File: src/rtl/instr_queue_pkg.sv
// Shared processor constants used by the fetch/decode instruction queue.
// Holds the NOP encoding and the default queue depth.
package instr_queue_pkg;

    localparam int          IQ_DEFAULT_DEPTH = 4;
    localparam logic [31:0] NOP_INSTR        = 32'h0000_0000;

    // Occupancy must be able to represent both 0 and DEPTH.
    function automatic int iq_count_width(input int depth);
        return $clog2(depth) + 1;
    endfunction

endpackage

File: src/rtl/instr_queue_if.sv
// Fetch-to-decode handshake bundle for instr_queue.
// The queue uses the slave view; fetch/decode logic uses the master view.
interface instr_queue_if
    import instr_queue_pkg::*;
#(
    parameter int DEPTH = IQ_DEFAULT_DEPTH,
    parameter int WIDTH = 32
);
    localparam int CW = iq_count_width(DEPTH);

    logic             in_valid;
    logic [WIDTH-1:0] in_instr;
    logic [WIDTH-1:0] in_pc;
    logic             in_ready;
    logic             flush;
    logic             out_valid;
    logic [WIDTH-1:0] out_instr;
    logic [WIDTH-1:0] out_pc;
    logic             out_ready;
    logic [CW-1:0]    count;

    modport slave (
        input  in_valid, in_instr, in_pc, flush, out_ready,
        output in_ready, out_valid, out_instr, out_pc, count
    );

    modport master (
        output in_valid, in_instr, in_pc, flush, out_ready,
        input  in_ready, out_valid, out_instr, out_pc, count
    );

endinterface

File: src/rtl/instr_queue_mem.sv
// Entry storage for instr_queue: one synchronous write port and one
// asynchronous read port so the head entry is visible without a cycle of delay.
module instr_queue_mem #(
    parameter int DEPTH  = 4,
    parameter int DATA_W = 64,
    parameter int ADDR_W = 2
) (
    input  logic              clk,
    input  logic              wr_en,
    input  logic [ADDR_W-1:0] wr_addr,
    input  logic [DATA_W-1:0] wr_data,
    input  logic [ADDR_W-1:0] rd_addr,
    output logic [DATA_W-1:0] rd_data
);

    // Contents are never reset; validity is tracked by the queue's count.
    logic [DATA_W-1:0] mem_q [DEPTH];

    always_ff @(posedge clk) begin
        if (wr_en) begin
            mem_q[wr_addr] <= wr_data;
        end
    end

    assign rd_data = mem_q[rd_addr];

endmodule

File: src/rtl/instr_queue.sv
// Instruction queue between fetch and decode: a small circular FIFO of
// {instr, pc} pairs with flush-on-redirect and an asynchronous start-up reset.
module instr_queue
    import instr_queue_pkg::*;
#(
    parameter int DEPTH = IQ_DEFAULT_DEPTH,
    parameter int WIDTH = 32
) (
    input  logic          clk,
    input  logic          start_up_n,
    instr_queue_if.slave  q
);

    localparam int PW = $clog2(DEPTH);
    localparam int CW = iq_count_width(DEPTH);

    logic [PW-1:0]      rd_ptr_reg, rd_ptr_next;
    logic [PW-1:0]      wr_ptr_reg, wr_ptr_next;
    logic [CW-1:0]      count_reg, count_next;
    logic               full, empty;
    logic               push, pop;
    logic [2*WIDTH-1:0] wr_entry;
    logic [2*WIDTH-1:0] head_entry;

    assign full  = (count_reg == CW'(DEPTH));
    assign empty = (count_reg == '0);

    // Handshake depends only on stored occupancy, never on out_ready.
    assign q.in_ready  = !full;
    assign q.out_valid = !empty;
    assign q.count     = count_reg;

    // A redirect kills both directions in the same cycle.
    assign push = q.in_valid  && !full  && !q.flush;
    assign pop  = q.out_ready && !empty && !q.flush;

    always_comb begin
        rd_ptr_next = rd_ptr_reg;
        wr_ptr_next = wr_ptr_reg;
        count_next  = count_reg;
        if (q.flush) begin
            rd_ptr_next = '0;
            wr_ptr_next = '0;
            count_next  = '0;
        end else begin
            // Power-of-two depth: natural overflow gives the modulo wrap.
            if (push) begin
                wr_ptr_next = wr_ptr_reg + PW'(1);
            end
            if (pop) begin
                rd_ptr_next = rd_ptr_reg + PW'(1);
            end
            unique case ({push, pop})
                2'b10:   count_next = count_reg + CW'(1);
                2'b01:   count_next = count_reg - CW'(1);
                default: count_next = count_reg;
            endcase
        end
    end

    always_ff @(posedge clk or negedge start_up_n) begin
        if (!start_up_n) begin
            rd_ptr_reg <= '0;
            wr_ptr_reg <= '0;
            count_reg  <= '0;
        end else begin
            rd_ptr_reg <= rd_ptr_next;
            wr_ptr_reg <= wr_ptr_next;
            count_reg  <= count_next;
        end
    end

    assign wr_entry = {q.in_instr, q.in_pc};

    instr_queue_mem #(
        .DEPTH  (DEPTH),
        .DATA_W (2*WIDTH),
        .ADDR_W (PW)
    ) u_mem (
        .clk     (clk),
        .wr_en   (push),
        .wr_addr (wr_ptr_reg),
        .wr_data (wr_entry),
        .rd_addr (rd_ptr_reg),
        .rd_data (head_entry)
    );

    // Decode sees a NOP whenever the queue is empty, including during reset.
    assign q.out_instr = q.out_valid ? head_entry[2*WIDTH-1:WIDTH] : WIDTH'(NOP_INSTR);
    assign q.out_pc    = q.out_valid ? head_entry[WIDTH-1:0]       : '0;

endmodule

File: src/flat_wrapper.sv
// flat-port wrapper written by rule: the top's interface ports become plain ports
module instr_queue_flat import instr_queue_pkg::*;
#(
    parameter int DEPTH = IQ_DEFAULT_DEPTH,
    parameter int WIDTH = 32
)
  (clk, start_up_n, q_in_valid, q_in_instr, q_in_pc, q_flush, q_out_ready, q_in_ready, q_out_valid, q_out_instr, q_out_pc, q_count);
  instr_queue_if #(.DEPTH(DEPTH), .WIDTH(WIDTH)) q_i ();
  input  logic clk;
  input  logic start_up_n;
  input wire logic [$bits(q_i.in_valid)-1:0] q_in_valid;
  input wire logic [$bits(q_i.in_instr)-1:0] q_in_instr;
  input wire logic [$bits(q_i.in_pc)-1:0] q_in_pc;
  input wire logic [$bits(q_i.flush)-1:0] q_flush;
  input wire logic [$bits(q_i.out_ready)-1:0] q_out_ready;
  output wire logic [$bits(q_i.in_ready)-1:0] q_in_ready;
  output wire logic [$bits(q_i.out_valid)-1:0] q_out_valid;
  output wire logic [$bits(q_i.out_instr)-1:0] q_out_instr;
  output wire logic [$bits(q_i.out_pc)-1:0] q_out_pc;
  output wire logic [$bits(q_i.count)-1:0] q_count;
  assign q_i.in_valid = q_in_valid;
  assign q_i.in_instr = q_in_instr;
  assign q_i.in_pc = q_in_pc;
  assign q_i.flush = q_flush;
  assign q_i.out_ready = q_out_ready;
  assign q_in_ready = q_i.in_ready;
  assign q_out_valid = q_i.out_valid;
  assign q_out_instr = q_i.out_instr;
  assign q_out_pc = q_i.out_pc;
  assign q_count = q_i.count;
  instr_queue #(.DEPTH(DEPTH), .WIDTH(WIDTH)) u_core (.clk(clk), .start_up_n(start_up_n), .q(q_i));
endmodule
File: config.mk
export PLATFORM = sky130hd
export DESIGN_NAME = instr_queue_flat
export DESIGN_NICKNAME = d
export VERILOG_FILES = /design/src/rtl/instr_queue_pkg.sv /design/src/rtl/instr_queue_if.sv /design/src/rtl/instr_queue_mem.sv /design/src/rtl/instr_queue.sv /design/src/flat_wrapper.sv
export SDC_FILE = /design/constraint.sdc
export NUM_CORES = 1
export LEC_CHECK = 0
export ABC_AREA = 1
export CAP_MARGIN = 40
export CELL_PAD_IN_SITES_DETAIL_PLACEMENT = 0
export CELL_PAD_IN_SITES_GLOBAL_PLACEMENT = 2
export CORE_MARGIN = 2
export CORE_UTILIZATION = 40
export CTS_CLUSTER_DIAMETER = 30
export DETAILED_ROUTE_END_ITERATION = 8
export PLACE_DENSITY_LB_ADDON = 0.1
export SYNTH_ARGS = -nofsm -noshare
export SYNTH_HDL_FRONTEND = slang
export SYNTH_SLANG_ARGS = --single-unit
File: constraint.sdc
create_clock -name clk -period 8.05 [get_ports clk]
set_input_delay 1.61 -clock clk [delete_from_list [all_inputs] [get_ports clk]]
set_output_delay 1.61 -clock clk [all_outputs]
set_load 0.02 [all_outputs]
==> impl_metrics.env <==
export IMPL_drv_cap=0
export IMPL_period_needed_ns=5.36
export IMPL_wire_per_inst_um=18.6
export IMPL_wl_mm=25.2
export IMPL_cts_inserted_buffers=57
export IMPL_gp_congestion=0.760
export IMPL_yosysTopAreaCell="edfxtp_1"
export IMPL_synth_area_leaders="edfxtp_1 (74%), nor2_1 (9.5%), o21ai_0 (6.2%)"
export IMPL_grt_ovfl_total=0
export IMPL_busiest_layer="met2"
export IMPL_insertion_delay_ns=0.55
export IMPL_vias=6818
export IMPL_netlist_area_leader_share=0.743
export IMPL_fin_crit_sh=0.666
export IMPL_start_util=0.410
export IMPL_syn_area_um2=10300
export IMPL_fp_dieH_um=165
export IMPL_rsz0062_at_grt="false"
export IMPL_p_per_area_nw_per_um2=385
export IMPL_cts_hold_buf=0
export IMPL_min_path_type="reg -> reg"
export IMPL_htree_levels=2
export IMPL_antenna_found_initial=0
export IMPL_numPortBuffers=137
export IMPL_synthTopCellsByCount="nor2_1 (262), edfxtp_1 (256), o21ai_0 (129), a21oi_1 (67), nand2_1 (22)"
export IMPL_antenna_left=0
export IMPL_die_x_um=165
export IMPL_required_ns=6.44
export IMPL_synth_nets=892
export IMPL_arrival_ns=3.75
export IMPL_grt_util_met3=0.0384
export IMPL_peakVddDrop_mv=0.186
export IMPL_viasPerCell=5.03
export IMPL_largest_reg_flops=256
export IMPL_drc_errors=0
export IMPL_grt_first_pass_wirelength_mm=38.6
export IMPL_crit_path_start_kind="register"
export IMPL_antennaDiodeCount=0
export IMPL_fin_util=0.556
export IMPL_syn_to_final_growth_pct=35.8
export IMPL_synth_most_common_cell="nor2_1"
export IMPL_grt_use_total=0.189
export IMPL_place_area_um2=12100
export IMPL_drv_slew=0
export IMPL_status="completed"
export IMPL_async_reset_ff_frac=0.0266
export IMPL_worstSetupEndpointType="output port"
export IMPL_core_um2=25300
export IMPL_rows=58
export IMPL_cts_tree="built"
export IMPL_io_pins=138
export IMPL_path_clk_slew_ns=0.05
export IMPL_grt_max_degree=68
export IMPL_synth_edf_count=256
export IMPL_cts_sink_count=263
export IMPL_design_area_um2=14000
export IMPL_postSynthAreaPerCell_um2=12.6
export IMPL_first_iter_violations=407
export IMPL_final_nets=1055
export IMPL_hold_viol=0
export IMPL_ys_seq_area_frac=0.760
export IMPL_post_cts_resized=0
export IMPL_skew_ns=0.0215
export IMPL_hpwl_mm=14.0
export IMPL_ys_flop_type="edfxtp_1"
export IMPL_first_pass_iters=4
export IMPL_drive_gt1_frac=0.113
export IMPL_p_leak_nw=4.89
export IMPL_yosysWarningCount=0
export IMPL_die_area_um2=27200
export IMPL_cts_root_buf="clkbuf_16"
export IMPL_grt_pass1_vias=7081
export IMPL_postSynthCellCount=818
export IMPL_slew_headroom=0.444
export IMPL_num_fill_cells=2071
export IMPL_setup_viol=0
export IMPL_worst_pin_slew_ns=0.834
export IMPL_tns_ns=0
export IMPL_met2_usage=0.318
export IMPL_cp_max_fo=67
export IMPL_synth_seq_cells=263
export IMPL_ys_types=20
export IMPL_clock_fmax_mhz=187
export IMPL_post_cts_buffers=0
export IMPL_p_total_w=0.00541
export IMPL_use_met1=0.242
export IMPL_worstSetupPathType="reg -> out"
export IMPL_cts_max_path_buffers=3
==> metal layers <==
| metal | vias up | wire length (um) |
|---|---|---|
| li1 | 3237 | - |
| met4 | 0 | 535 |
| met5 | - | 0 |
| met3 | 39 | 1350 |
| met2 | 193 | 12400 |
| met1 | 3349 | 10900 |
==> worst max-delay path: stages (launching register included) <==
cell and delay, ns:
dfrtp_4 0.94, clkinv_2 0.61, buf_12 0.37, buf_4 0.28, o21ai_0 0.24, a21oi_1 0.09, clkdlybuf4s50_1 0.58
==> per-stage QoR <==
| step | instances | hold slack (ns) | setup slack, ns |
|---|---|---|---|
| detailed placement | 1252 | 0.557 | 3.21 |
| global route | 1355 | 0.612 | 2.42 |
| finish | 1355 | 0.565 | 2.69 |
| global placement | 1247 | 0.549 | 2.83 |
| CTS | 1355 | 0.568 | 2.64 |
| floorplan | 818 | 0.580 | 2.96 |
==> layout make-up <==
| cell class | instances | area [um^2] | area share |
|---|---|---|---|
| timing repair buffer | 152 | 1570 | 0.112 |
| inverter | 14 | 53.8 | 0.00383 |
| clock inverter | 38 | 453 | 0.0322 |
| tap | 330 | 413 | 0.0294 |
| multi-input combinational | 493 | 2190 | 0.156 |
| clock buffer | 65 | 1500 | 0.107 |
| sequential | 263 | 7870 | 0.560 |
==> cells in the final DEF (no fill, tap or decap), types with 6 or more instances in the layout <==
master             n
nor2_1           258
edfxtp_1         256
clkdlybuf4s50_1  137
o21ai_0          129
a21oi_1           67
clkbuf_16         59
nand2_1           22
inv_1             11
clkinv_2          10
buf_4             10
bufinv_16          9
clkinv_4           7
clkbuf_1           6
clkinv_1           6
clkinvlp_4         6
==> power breakdown <==
group          leakage (nW)  switching, W  internal (W)
combinational          1.53      0.000878      0.000564
clock                 0.940      0.000702       0.00161
sequential             2.41     0.0000614       0.00159
==> worst paths after layout <==
path | slack [ns] | end | cells past startpoint | from
worst min-delay path | 0.57 | u_core.q.count[1] | 2 | u_core.q.count[1]
worst max register to register | 5.17 | u_core.u_mem.mem_q[3][10] | 8 | u_core.q.count[0]
worst min register to register | 0.57 | u_core.q.count[1] | 2 | u_core.q.count[1]
worst max-delay path | 2.69 | q_out_instr[10] | 6 | u_core.rd_ptr_reg[0]
max in group asynchronous | 6.40 | u_core.rd_ptr_reg[0] | 1 | start_up_n
min in group asynchronous | 1.35 | u_core.wr_ptr_reg[1] | 1 | start_up_n
==> cell families (layout without fill, tap and decap cells) <==
group	after synthesis	in the layout	share of synthesized area
adder cells (fa/ha/maj)	5	5	0.00677
AND/OR/NAND/NOR	287	287	0.105
AO/OA/AOI/OAI	200	200	0.0970
flip-flops	263	263	0.760
buffers and inverters	62	269	0.0307
XOR/XNOR	1	1	0.000847
Power figures use the tool's default switching activity.
